**config.mk**
```make
export PLATFORM = sky130hd
export DESIGN_NAME = spi_slave_responder
export DESIGN_NICKNAME = d
export VERILOG_FILES = /design/src/rtl/spi_pkg.sv /design/src/rtl/spi_sync_edge.sv /design/src/rtl/spi_slave_responder.sv
export SDC_FILE = /design/constraint.sdc
export NUM_CORES = 1
export LEC_CHECK = 0
export ABC_AREA = 0
export BUFFER_PORTS_ARGS = -buffer_cell sky130_fd_sc_hd__buf_4
export CELL_PAD_IN_SITES_DETAIL_PLACEMENT = 1
export CELL_PAD_IN_SITES_GLOBAL_PLACEMENT = 1
export CORE_UTILIZATION = 35
export CTS_CLUSTER_SIZE = 16
export DETAILED_ROUTE_END_ITERATION = 12
export PLACE_DENSITY_LB_ADDON = 0.08
export SYNTH_ARGS = -nofsm -noshare
export SYNTH_HDL_FRONTEND = slang
export SYNTH_SLANG_ARGS = --single-unit
```
**constraint.sdc**
```tcl
create_clock -name clk -period 3.1 [get_ports clk]
set_input_delay 0.155 -clock clk [delete_from_list [all_inputs] [get_ports clk]]
set_output_delay 0.155 -clock clk [all_outputs]
set_load 0.05 [all_outputs]
```
**src/rtl/spi_pkg.sv**
```systemverilog
// Shared types and constants for the SPI slave responder.
package spi_pkg;

  typedef enum logic {
    SPI_IDLE   = 1'b0,
    SPI_ACTIVE = 1'b1
  } spi_slv_state_e;

  localparam int   SPI_BYTE_W    = 8;
  localparam logic SPI_IDLE_MISO = 1'b0;

endpackage

```
**src/rtl/spi_sync_edge.sv**
```systemverilog
// Multi-flop synchronizer with registered rise/fall pulses; edges are suppressed until the
// chain holds real samples so a pad level present at reset release is not seen as an edge.
module spi_sync_edge #(
  parameter int   SYNC_STAGES = 2,
  parameter logic RESET_VAL   = 1'b0
) (
  input  logic clk,
  input  logic reset,
  input  logic din,
  output logic rise,
  output logic fall
);

  logic [SYNC_STAGES-1:0] sync_r;
  logic [SYNC_STAGES:0]   vld_r;
  logic                   prev_r;
  logic                   rise_r;
  logic                   fall_r;

  // Synchronizer chain, previous-sample register and edge pulse registers.
  always_ff @(posedge clk or posedge reset) begin
    if (reset) begin
      sync_r <= {SYNC_STAGES{RESET_VAL}};
      vld_r  <= '0;
      prev_r <= RESET_VAL;
      rise_r <= 1'b0;
      fall_r <= 1'b0;
    end else begin
      sync_r <= {sync_r[SYNC_STAGES-2:0], din};
      vld_r  <= {vld_r[SYNC_STAGES-1:0], 1'b1};
      prev_r <= sync_r[SYNC_STAGES-1];
      rise_r <= vld_r[SYNC_STAGES] & sync_r[SYNC_STAGES-1] & ~prev_r;
      fall_r <= vld_r[SYNC_STAGES] & ~sync_r[SYNC_STAGES-1] & prev_r;
    end
  end

  assign rise = rise_r;
  assign fall = fall_r;

endmodule

```
**src/rtl/spi_slave_responder.sv**
```systemverilog
// SPI mode-0 slave core: oversampled SCLK/MOSI/n_SS, byte and word receive, one-entry TX buffer.
// Build option SPI_SLAVE_FRAME_ERR_EN enables the frame_err pulse on an aborted partial byte.
module spi_slave_responder
  import spi_pkg::*;
#(
  parameter int DATA_W      = SPI_BYTE_W,
  parameter int WORD_BYTES  = 2,
  parameter int SYNC_STAGES = 2
) (
  input  logic                         clk,
  input  logic                         reset,
  input  logic                         SCLK,
  input  logic                         MOSI,
  input  logic                         n_SS,
  output logic                         MISO,
  input  logic [DATA_W-1:0]            tx_data,
  input  logic                         tx_valid,
  output logic                         tx_ready,
  output logic [DATA_W-1:0]            rx_byte,
  output logic                         rx_byte_valid,
  output logic [DATA_W*WORD_BYTES-1:0] rx_word,
  output logic                         rx_word_valid,
  output logic                         busy,
  output logic                         frame_err
);

  localparam int WW  = DATA_W * WORD_BYTES;
  localparam int BW  = (DATA_W > 1) ? $clog2(DATA_W) : 1;
  localparam int BCW = (WORD_BYTES > 1) ? $clog2(WORD_BYTES) : 1;

  spi_slv_state_e         state_r, state_s;
  logic [BW-1:0]          bit_cnt_r, bit_cnt_s;
  logic [BCW-1:0]         byte_cnt_r, byte_cnt_s;
  logic [DATA_W-1:0]      rx_shift_r, rx_shift_s, rx_next_s;
  logic [DATA_W-1:0]      tx_shift_r, tx_shift_s, load_val_s;
  logic [WW-1:0]          word_acc_r, word_acc_s, acc_next_s;
  logic                   byte_done_r, byte_done_s;
  logic [DATA_W-1:0]      tx_buf_r, tx_buf_s;
  logic                   tx_full_r, tx_full_s, write_s, load_s;
  logic [DATA_W-1:0]      rx_byte_r, rx_byte_s;
  logic [WW-1:0]          rx_word_r, rx_word_s;
  logic                   rx_byte_valid_r, rx_byte_valid_s;
  logic                   rx_word_valid_r, rx_word_valid_s;
  logic                   frame_err_r, frame_err_s;
  logic                   miso_r, busy_r, tx_ready_r;
  logic [SYNC_STAGES-1:0] mosi_sync_r;
  logic                   mosi_s;
  logic                   sclk_rise_s, sclk_fall_s, ss_rise_s, ss_fall_s;

  spi_sync_edge #(.SYNC_STAGES(SYNC_STAGES), .RESET_VAL(1'b0)) u_sclk_sync (
    .clk(clk), .reset(reset), .din(SCLK), .rise(sclk_rise_s), .fall(sclk_fall_s)
  );

  spi_sync_edge #(.SYNC_STAGES(SYNC_STAGES), .RESET_VAL(1'b1)) u_ss_sync (
    .clk(clk), .reset(reset), .din(n_SS), .rise(ss_rise_s), .fall(ss_fall_s)
  );

  // MOSI only needs its level, sampled on synchronized SCLK rising edges.
  always_ff @(posedge clk or posedge reset) begin
    if (reset) begin
      mosi_sync_r <= '0;
    end else begin
      mosi_sync_r <= {mosi_sync_r[SYNC_STAGES-2:0], MOSI};
    end
  end

  assign mosi_s     = mosi_sync_r[SYNC_STAGES-1];
  assign rx_next_s  = {rx_shift_r[DATA_W-2:0], mosi_s};
  assign acc_next_s = (word_acc_r << DATA_W) | WW'(rx_next_s);
  assign load_val_s = tx_full_r ? tx_buf_r : '0;

  // Next-state and datapath decode for the frame FSM.
  always_comb begin
    state_s         = state_r;
    bit_cnt_s       = bit_cnt_r;
    byte_cnt_s      = byte_cnt_r;
    rx_shift_s      = rx_shift_r;
    tx_shift_s      = tx_shift_r;
    word_acc_s      = word_acc_r;
    byte_done_s     = byte_done_r;
    rx_byte_s       = rx_byte_r;
    rx_word_s       = rx_word_r;
    rx_byte_valid_s = 1'b0;
    rx_word_valid_s = 1'b0;
    frame_err_s     = 1'b0;
    load_s          = 1'b0;
    case (state_r)
      SPI_IDLE: begin
        if (ss_fall_s) begin
          state_s     = SPI_ACTIVE;
          load_s      = 1'b1;
          tx_shift_s  = load_val_s;
          bit_cnt_s   = '0;
          byte_cnt_s  = '0;
          byte_done_s = 1'b0;
        end else begin
          state_s = SPI_IDLE;
        end
      end
      SPI_ACTIVE: begin
        if (ss_rise_s) begin
          // Partial byte and partial word are dropped without any valid pulse.
          state_s     = SPI_IDLE;
          bit_cnt_s   = '0;
          byte_cnt_s  = '0;
          byte_done_s = 1'b0;
          rx_shift_s  = '0;
          word_acc_s  = '0;
`ifdef SPI_SLAVE_FRAME_ERR_EN
          frame_err_s = (bit_cnt_r != '0);
`endif
        end else if (sclk_rise_s) begin
          rx_shift_s = rx_next_s;
          if (bit_cnt_r == BW'(DATA_W - 1)) begin
            bit_cnt_s       = '0;
            rx_byte_s       = rx_next_s;
            rx_byte_valid_s = 1'b1;
            byte_done_s     = 1'b1;
            if (byte_cnt_r == BCW'(WORD_BYTES - 1)) begin
              byte_cnt_s      = '0;
              rx_word_s       = acc_next_s;
              rx_word_valid_s = 1'b1;
              word_acc_s      = '0;
            end else begin
              byte_cnt_s = byte_cnt_r + BCW'(1'b1);
              word_acc_s = acc_next_s;
            end
          end else begin
            bit_cnt_s = bit_cnt_r + BW'(1'b1);
          end
        end else if (sclk_fall_s) begin
          if (bit_cnt_r != '0) begin
            tx_shift_s = {tx_shift_r[DATA_W-2:0], 1'b0};
          end else if (byte_done_r) begin
            load_s     = 1'b1;
            tx_shift_s = load_val_s;
          end else begin
            load_s = 1'b0;
          end
        end else begin
          state_s = SPI_ACTIVE;
        end
      end
      default: begin
        state_s = SPI_IDLE;
      end
    endcase
  end

  assign write_s   = tx_valid & ~tx_full_r;
  assign tx_full_s = write_s | (tx_full_r & ~load_s);
  assign tx_buf_s  = write_s ? tx_data : tx_buf_r;

  // State, datapath and registered outputs.
  always_ff @(posedge clk or posedge reset) begin
    if (reset) begin
      state_r         <= SPI_IDLE;
      bit_cnt_r       <= '0;
      byte_cnt_r      <= '0;
      rx_shift_r      <= '0;
      tx_shift_r      <= '0;
      word_acc_r      <= '0;
      byte_done_r     <= 1'b0;
      tx_buf_r        <= '0;
      tx_full_r       <= 1'b0;
      rx_byte_r       <= '0;
      rx_word_r       <= '0;
      rx_byte_valid_r <= 1'b0;
      rx_word_valid_r <= 1'b0;
      frame_err_r     <= 1'b0;
      miso_r          <= SPI_IDLE_MISO;
      busy_r          <= 1'b0;
      tx_ready_r      <= 1'b1;
    end else begin
      state_r         <= state_s;
      bit_cnt_r       <= bit_cnt_s;
      byte_cnt_r      <= byte_cnt_s;
      rx_shift_r      <= rx_shift_s;
      tx_shift_r      <= tx_shift_s;
      word_acc_r      <= word_acc_s;
      byte_done_r     <= byte_done_s;
      tx_buf_r        <= tx_buf_s;
      tx_full_r       <= tx_full_s;
      rx_byte_r       <= rx_byte_s;
      rx_word_r       <= rx_word_s;
      rx_byte_valid_r <= rx_byte_valid_s;
      rx_word_valid_r <= rx_word_valid_s;
      frame_err_r     <= frame_err_s;
      miso_r          <= (state_s == SPI_ACTIVE) ? tx_shift_s[DATA_W-1] : SPI_IDLE_MISO;
      busy_r          <= (state_s == SPI_ACTIVE);
      tx_ready_r      <= ~tx_full_s;
    end
  end

  assign MISO          = miso_r;
  assign busy          = busy_r;
  assign tx_ready      = tx_ready_r;
  assign rx_byte       = rx_byte_r;
  assign rx_word       = rx_word_r;
  assign rx_byte_valid = rx_byte_valid_r;
  assign rx_word_valid = rx_word_valid_r;
  assign frame_err     = frame_err_r;

endmodule

```
* Word-level counts from Yosys, hierarchy flattened
Cells that the tools add are included. Widths: inputs -> output; s select.
Storage, ports and cells: register bits after elaboration 84, memories 0, memory bits (read-only) 0, bits in latches 0, RAM bits 0, word-level logic and storage cells 116
Cells by class: bitwise logic cells 21, reductions and logical operators 10, $add $sub $neg 2, eq/ne operators 8, mux-type cells 48, multipliers 0, div/mod/pow operators 0, shifts and indexed selects 0, $lt $le $gt $ge 0
Operator list (count):
- $mux 8 | 11
- $mux 1 | 25
- $or 16x8->16 | 1
- $pmux 8 s2 | 1
- $mux 7 | 2
- $mux 3 | 4
- $and 1x1->1 | 10
- $reduce_and 5->1 | 2
- $not 1->1 | 9
- $pmux 1 s2 | 4
- $ne 3x1->1 const B | 2
- $pmux 3 s2 | 1
- $reduce_and 3->1 | 2
- $ne 2x1->1 const B | 2
- $ne 2x2->1 const B | 2
- $reduce_and 2->1 | 2
- $reduce_and 4->1 | 1
- $reduce_bool 2->1 | 2
- $add 3x1->3 const B | 1
- $eq 3x3->1 const B | 1
- $ne 3x2->1 const B | 1
- $reduce_bool 3->1 | 1
- $add 1x1->1 const B | 1
- $or 1x1->1 | 1

* Logic depth before layout (Yosys ltp)
Gate-level depths: netlist of the first run.
depth after elaboration 10, gate-level depth with buffers 7

* Cells and area by module
From an unflattened synthesis of the first run, not the netlist that was laid out.
Second synthesis, totals: cells, all modules 250, area, all modules 3241.9 sq um
By module, submodules not included:
- spi_slave_responder | instances 1, area each 2787.7 sq um, cells each 226, sequential area each 1702.9 sq um
- spi_sync_edge (u_ss_sync) | instances 1, area each 229.0 sq um, cells each 12, sequential area each 203.9 sq um
- spi_sync_edge (u_sclk_sync) | instances 1, area each 225.2 sq um, cells each 12, sequential area each 200.2 sq um

* Least setup slack after synthesis of the first run
No wires, ideal clock.
kind reg-to-reg, start register busy (netlist name), end register rx_word_r[10], in the netlist rx_word[10], period minus slack after synthesis 1904 ps, library setup time 125 ps, buffers on the path 2, data arrival time 1778 ps, path slack 1196 ps, stages on the path, launching flop included 8, cells stage by stage dfrtp_1 and3b_1 buf_6 nand2_8 inv_8 nand2_8 buf_12 mux2_4
RTL lines:
- end signal: assignment | line spi_slave_responder.sv:185 | rx_word_r <= rx_word_s;
- end: declaration | line spi_slave_responder.sv:41 | logic [WW-1:0] rx_word_r, rx_word_s;

* Worst setup path in the final report of the first run
start register u_sclk_sync.rise_r, in the netlist u_sclk_sync.rise, end register tx_shift_r[4]
On the way: cells in the longest elaborated chain, start to end 2
RTL lines:
- start: declaration | line spi_sync_edge.sv:17 | logic rise_r;
- start signal: assignment | line spi_sync_edge.sv:32 | rise_r <= vld_r[SYNC_STAGES] & sync_r[SYNC_STAGES-1] & ~prev_r;
- $ne 2x2->1 (no source line)
- $reduce_and 5->1 (no source line)
- end signal: assignment | line spi_slave_responder.sv:179 | tx_shift_r <= tx_shift_s;
- end: declaration | line spi_slave_responder.sv:35 | logic [DATA_W-1:0] tx_shift_r, tx_shift_s, load_val_s;
No other way between the ends. A chain may end at the register's enable or synchronous reset.

==> flow_summary.toml, run 1 <==
[sta]
fmax_mhz = 500
rsz0062_at_grt = "false"
slew_headroom = 0.402
period_share = 0.645
tightestPinTransition_ns = 0.897
setup_violations = 0
slew_violations = 0
period_needed_ns = 2.00
hold_viol = 0
skew_ns = 0.0164
fin_setup_tns_ns = 0

[die]
die_x_um = 97.5
num_io_pins = 44
dieArea_um2 = 9510
rows = 34
start_util = 0.364
fp.coreArea_um2 = 8760
die_h_um = 97.5

[routing]
drt_pass1_iterations = 4
drtIter0Drc = 27
ant_nets = 0
avgRoutedWirePerCell_um = 15.5
via_count = 1939
drt_wl_total_um = 6230
routed_via_density = 4.84
drt_drc_violations_left = 0

[critical_path]
crit_end = "tx_shift_r[4]$_DFFE_PP0P_"
critPathKind = "flip-flop to flip-flop"
critPathSlowestCell = "o21ai_0"
cp.depth = 4
critical-path-top-delay-family = "compound AO/OA/AOI/OAI gates"
r2r_cells = 4
r2r_start = "u_sclk_sync.rise$_DFF_PP0_"
critPathRequiredTime_ns = 3.36
worst_setup_path_end_kind = "flip-flop"
worst_r2r_endpoint = "tx_shift_r[4]$_DFFE_PP0P_"
max_stage_delay_ns = 0.64
ff2ff_setup_slack_ns = 1.10
worst_setup_path_start_kind = "flip-flop"
path_max_fanout = 8
crit_arrival_ns = 2.26
path_cells = "nand4bb_1 > o21ai_0 > a32oi_1 > a21oi_1"
crit_path_start = "u_sclk_sync.rise$_DFF_PP0_"
cp_num_buf_inv = 0

[finish]
layout_common_cells = "77 x dfrtp_1, 44 x buf_4, 25 x nand2_1"
drive_gt1_frac = 0.362
final_nets = 305
layout_commonest_cell = "dfrtp_1"
fillers = 957
area_delta_synth_final_pct = 20.1
diodes = 0
finish.utilization = 0.437

[run]
cap_viol_max_count = 0

[clocking]
clk_path_buf_depth = 2
cts_tree = "yes"
clockRootBuffer = "clkbuf_8"
numCtsBuffers = 9
clk_latency_ns = 0.35
cts_resized = 0
cts_setup_buffers = 0
path_clk_slew_ns = 0.09
clock-sinks = 81
h-tree-depth = 3
hold_buffers = 4

[synthesis]
synth_cell_types = 40
avgSynthCellArea_um2 = 13.5
synth-seq-cells = 81
netlist_area_um2 = 3190
ys_seq_area_frac = 0.636
synth_nets = 253
synth_warnings = 0
synth_cells = 236

[global_route]
grt_use_total = 0.145
grt_max_degree = 53
grt_pass1_vias = 2039
overflow = 0
antenna_found_initial = 0
grt_pass1_wl_um = 10600

[min_path]
min_from = "tx_data[1]"
hold_depth = 2
hp-class = "primary input to flip-flop"

[pwr]
p_leak_nw = 1.87
ir_drop_mv = 0.367
power_density_nw_per_um2 = 636

[placement]
port_buffers = 42
place_hpwl_um = 4230
gp_congestion = 0.710

[outcome]
outcome = "complete, no violations"
==> layer usage <==
metal,part of all wire,global-route usage,up-vias
li1,-,-,928
met1,0.49,0.203,963
met2,0.45,0.211,40
met3,0.045,0.0511,8
met4,0.012,0.0441,0
met5,0,0,-
==> power by group <==
part | total, mW | internal, mW | switching (mW) | leakage (nW)
sequential | 1.34 | 1.21 | 0.127 | 1.05
clock | 0.755 | 0.393 | 0.361 | 0.0974
combinational | 0.341 | 0.162 | 0.179 | 0.719
==> cell families after synthesis <==
group / synth area share
flops: 0.636
other cells: 0.00235
compound gates: 0.0933
buf+inv: 0.0278
mux: 0.130
fa+ha+maj: 0.0118
simple gates: 0.0987
==> registers in the layout (all words and copies together), names as in the netlist, 2 cells and up <==
name / flops
rx_word: 16
rx_byte: 8
tx_buf_r: 8
tx_shift_r: 8
word_acc_r: 8
rx_shift_r: 7
bit_cnt_r: 3
u_sclk_sync.vld_r: 3
mosi_sync_r: 2
u_sclk_sync.sync_r: 2
u_ss_sync.sync_r: 2
==> Yosys cell counts (all sizes together) <==
library cell   n  area [um2]
a21boi         1        7.51
nor3b          2        15.0
and2           1        6.26
nor2b          2        12.5
dfstp          4         105
dfrtp         77        1930
nor2          16        60.1
nand2         27         134
a21o           2        15.0
a21oi          8        40.0
mux2          32         394
ha             3        37.5
and3b          2        17.5
and2b          1        8.76
a221o          2        20.0
inv            7        33.8
nand4          2        12.5
a32o           2        20.0
nand3b         1        7.51
buf            4        43.8
or2b           1        7.51
nand2b         2        12.5
a22o           8        78.8
conb           2        7.51
o21ai         13        68.8
nand3          2        10.0
nand4bb        1        11.3
clkbuf         3        11.3
mux2i          2        20.0
o22ai          2        12.5
a32oi          4        35.0
==> stage by stage <==
step	power (mW)	area, um2	hold WS (ns)	std cells	setup WS (ns)
final	2.44	3830	0.0294	401	1.10
after global routing	2.58	3830	0.00369	401	0.930
after CTS	2.49	3830	0.00992	401	1.13
after detailed placement	1.71	3600	0.265	381	1.15
after global placement	1.70	3600	0.265	381	1.24
after floorplan	1.59	3190	0.159	236	0.872
==> worst register-to-register path, cell delays in order (launching register included) <==
cell	delay (ns)
dfrtp_1	0.46
nand4bb_1	0.44
o21ai_0	0.64
a32oi_1	0.19
a21oi_1	0.18
==> worst min path at each step <==
stage                                    endpoint  slack (ns)
CTS                       tx_buf_r[1]$_DFFE_PP0P_        0.01
detailed placement  u_ss_sync.sync_r[0]$_DFF_PP1_        0.27
global route              tx_buf_r[1]$_DFFE_PP0P_       0.004
global placement         mosi_sync_r[0]$_DFF_PP0_        0.26
floorplan           u_ss_sync.sync_r[0]$_DFF_PP1_        0.16
finish                    tx_buf_r[1]$_DFFE_PP0P_        0.03
==> area by class of cell <==
| type | instances | area (um2) | share of cell area |
|---|---|---|---|
| inverter | 7 | 35.0 | 0.00914 |
| tap | 108 | 135 | 0.0352 |
| multi-input combinational | 141 | 1070 | 0.280 |
| sequential | 81 | 2030 | 0.530 |
| timing repair buffer | 48 | 370 | 0.0966 |
| clock buffer | 13 | 149 | 0.0388 |
| clock inverter | 3 | 40.0 | 0.0104 |
Power figures use the tool's default switching activity.
==> inputs of run 2 (changes only) <==
--- a/config.mk
+++ b/config.mk
@@ -5,7 +5,7 @@
 export SDC_FILE = /design/constraint.sdc
 export NUM_CORES = 1
 export LEC_CHECK = 0
-export ABC_AREA = 0
+export ABC_AREA = 1
 export BUFFER_PORTS_ARGS = -buffer_cell sky130_fd_sc_hd__buf_4
 export CELL_PAD_IN_SITES_DETAIL_PLACEMENT = 1
 export CELL_PAD_IN_SITES_GLOBAL_PLACEMENT = 1
==> constraint.sdc (replaced) <==
create_clock -name clk -period 1.7 [get_ports clk]
set_input_delay 0.085 -clock clk [delete_from_list [all_inputs] [get_ports clk]]
set_output_delay 0.085 -clock clk [all_outputs]
set_load 0.05 [all_outputs]
==> flow_summary.toml, run 2 <==
[clocking]
clk_path_buf_depth = 2
cts_tree = "yes"
numCtsBuffers = 9
clock-sinks = 81
h-tree-depth = 3
cts_setup_buffers = 0
path_clk_slew_ns = 0.08
clk_latency_ns = 0.34
clockRootBuffer = "clkbuf_8"

[pwr]
netSwitchingFraction = 0.322
p_leak_nw = 2.03
total_power_mw = 5.16
p_sw_mw = 1.66
ir_drop_mv = 0.651
seq_power_share = 0.493
intPower_mw = 3.50
power_density_nw_per_um2 = 1260
combPwrFrac = 0.208
clockPowerShare = 0.299

[die]
die_x_um = 98.7
die_h_um = 98.7
dieArea_um2 = 9750
start_util = 0.368
rows = 34
fp.coreArea_um2 = 8890
num_io_pins = 44

[finish]
fillers = 1029
drive_gt1_frac = 0.254
layout_commonest_cell = "nand2_1"
area_delta_synth_final_pct = 25.0
largest_reg_flops = 16
diodes = 0
final_nets = 414
layout_common_cells = "84 x nand2_1, 77 x dfrtp_1, 50 x buf_4"
finish.utilization = 0.461

[synthesis]
avgSynthCellArea_um2 = 9.87
synth_edf_count = 0
synth_cell_types = 29
synth_warnings = 0
ys_top_cells_by_count = "84 x nand2_1, 77 x dfrtp_1, 34 x nand3_1, 30 x inv_1, 20 x o21ai_1"
synth_area_leaders = "dfrtp_1 59%, nand2_1 9.6%, nand3_1 5.2%, o21ai_2 4.3%, inv_1 3.4%"
synth.top_cell.area_share = 0.588
netlist_area_um2 = 3280
synth-seq-cells = 81
yosysMostFrequentCell = "nand2_1"
yosysTopAreaCell = "dfrtp_1"
synthFlopType = "dfrtp_1"
ys_seq_area_frac = 0.620
async_reset_ff_frac = 1.00
synth_cells = 332
synth_nets = 349

[global_route]
grtUsageMet2 = 0.231
overflow = 0
grt_pass1_vias = 2450
grt_pass1_wl_um = 12200
use_met1 = 0.237
met3_usage = 0.0340
grt_max_degree = 82
grt_use_total = 0.160
antenna_found_initial = 0
busiest_layer = "met1"

[routing]
routed_via_density = 4.66
ant_nets = 0
drt_wl_total_um = 6930
drtIter0Drc = 69
drt_pass1_iterations = 4
drt_drc_violations_left = 0
via_count = 2378
avgRoutedWirePerCell_um = 13.6

[critical_path]
r2r_cells = 8
worst_setup_path_end_kind = "flip-flop"
crit_arrival_ns = 1.79
path_max_fanout = 8
critPathRequiredTime_ns = 1.93
worst_setup_path_start_kind = "flip-flop"
critPathKind = "flip-flop to flip-flop"

[min_path]
hold_depth = 3
hp-class = "primary input to flip-flop"

[outcome]
outcome = "complete, no violations"

[placement]
gp_congestion = 0.730
place_hpwl_um = 4790
port_buffers = 42

[sta]
period_share = 0.914
slew_violations = 0
rsz0062_at_grt = "false"
fin_setup_tns_ns = 0
fmax_mhz = 644
hold_viol = 0
skew_ns = 0.00943
period_needed_ns = 1.55
setup_violations = 0

[run]
cap_viol_max_count = 0
run 2: kinds of logic (layout without fill, tap and decap cells):
| family | count (synthesis) | after routing | share of synthesized area |
|---|---|---|---|
| other cells | 2 | 2 | 0.00229 |
| flops | 81 | 81 | 0.620 |
| fa+ha+maj | 3 | 3 | 0.0115 |
| compound gates | 53 | 53 | 0.103 |
| simple gates | 144 | 144 | 0.194 |
| buf+inv | 49 | 119 | 0.0684 |
run 2: path summary, 6_finish.rpt:
| check | startpoint | end | slack, ns |
|---|---|---|---|
| max in group asynchronous | reset | tx_ready$_DFF_PP1_ | 0.93 |
| hold reg to reg | u_sclk_sync.vld_r[1]$_DFF_PP0_ | u_sclk_sync.vld_r[2]$_DFF_PP0_ | 0.35 |
| setup reg to reg | bit_cnt_r[0]$_DFFE_PP0P_ | rx_word[11]$_DFFE_PP0P_ | 0.15 |
| setup / recovery | bit_cnt_r[0]$_DFFE_PP0P_ | rx_word[11]$_DFFE_PP0P_ | 0.15 |
| hold / removal | tx_valid | tx_full_r$_DFF_PP0_ | 0.10 |
| min in group asynchronous | reset | rx_byte[3]$_DFFE_PP0P_ | 0.41 |
run 2: per-stage QoR:
step / hold slack (ns) / instances / area [um2] / worst slack [ns]
CTS: 0.0959 / 510 / 4090 / 0.116
finish: 0.103 / 510 / 4100 / 0.146
detailed placement: 0.196 / 482 / 3750 / 0.136
global route: 0.125 / 510 / 4100 / 0.00758
floorplan: 0.0895 / 332 / 3280 / 0.164
global placement: 0.194 / 482 / 3750 / 0.181
run 2: repair_timing:
item                       in CTS  in global routing
hold endpoints to repair       88                  0
hold buffers                   12                  0
setup endpoints to repair       0                  1
gates resized for setup         0                  1
run 2: final cells by class:
class,count,area [um2],share of cell area
repair buffers,64,536,0.131
inverters,39,150,0.0367
multi-input cells,202,1020,0.250
clock inverters,6,91.3,0.0223
well taps,108,135,0.0330
flip-flops and latches,81,2030,0.496
clock buffers,10,128,0.0312
run 2: layer usage:
metal | wire (um) | vias up
met3 | 190 | 9
met1 | 3740 | 1125
li1 | - | 1202
met5 | 0 | -
met2 | 2890 | 42
met4 | 108 | 0
run 2: power by group through the flow:
stage / sequential (mW) / combinational, mW / clock, mW
CTS: 2.54 / 1.10 / 1.59
floorplan: 2.61 / 0.682 / 0
global placement: 2.57 / 1.06 / 0
global route: 2.59 / 1.24 / 1.67
finish: 2.54 / 1.07 / 1.54
detailed placement: 2.58 / 1.08 / 0
run 2: worst max-delay path: stages (launching register included):
cell     delay (ns)
dfrtp_1        0.37
ha_1           0.15
ha_1           0.17
nand2_1        0.12
nor2_4         0.20
nand2_4        0.12
buf_4          0.18
nand2_1        0.07
o21ai_2        0.05
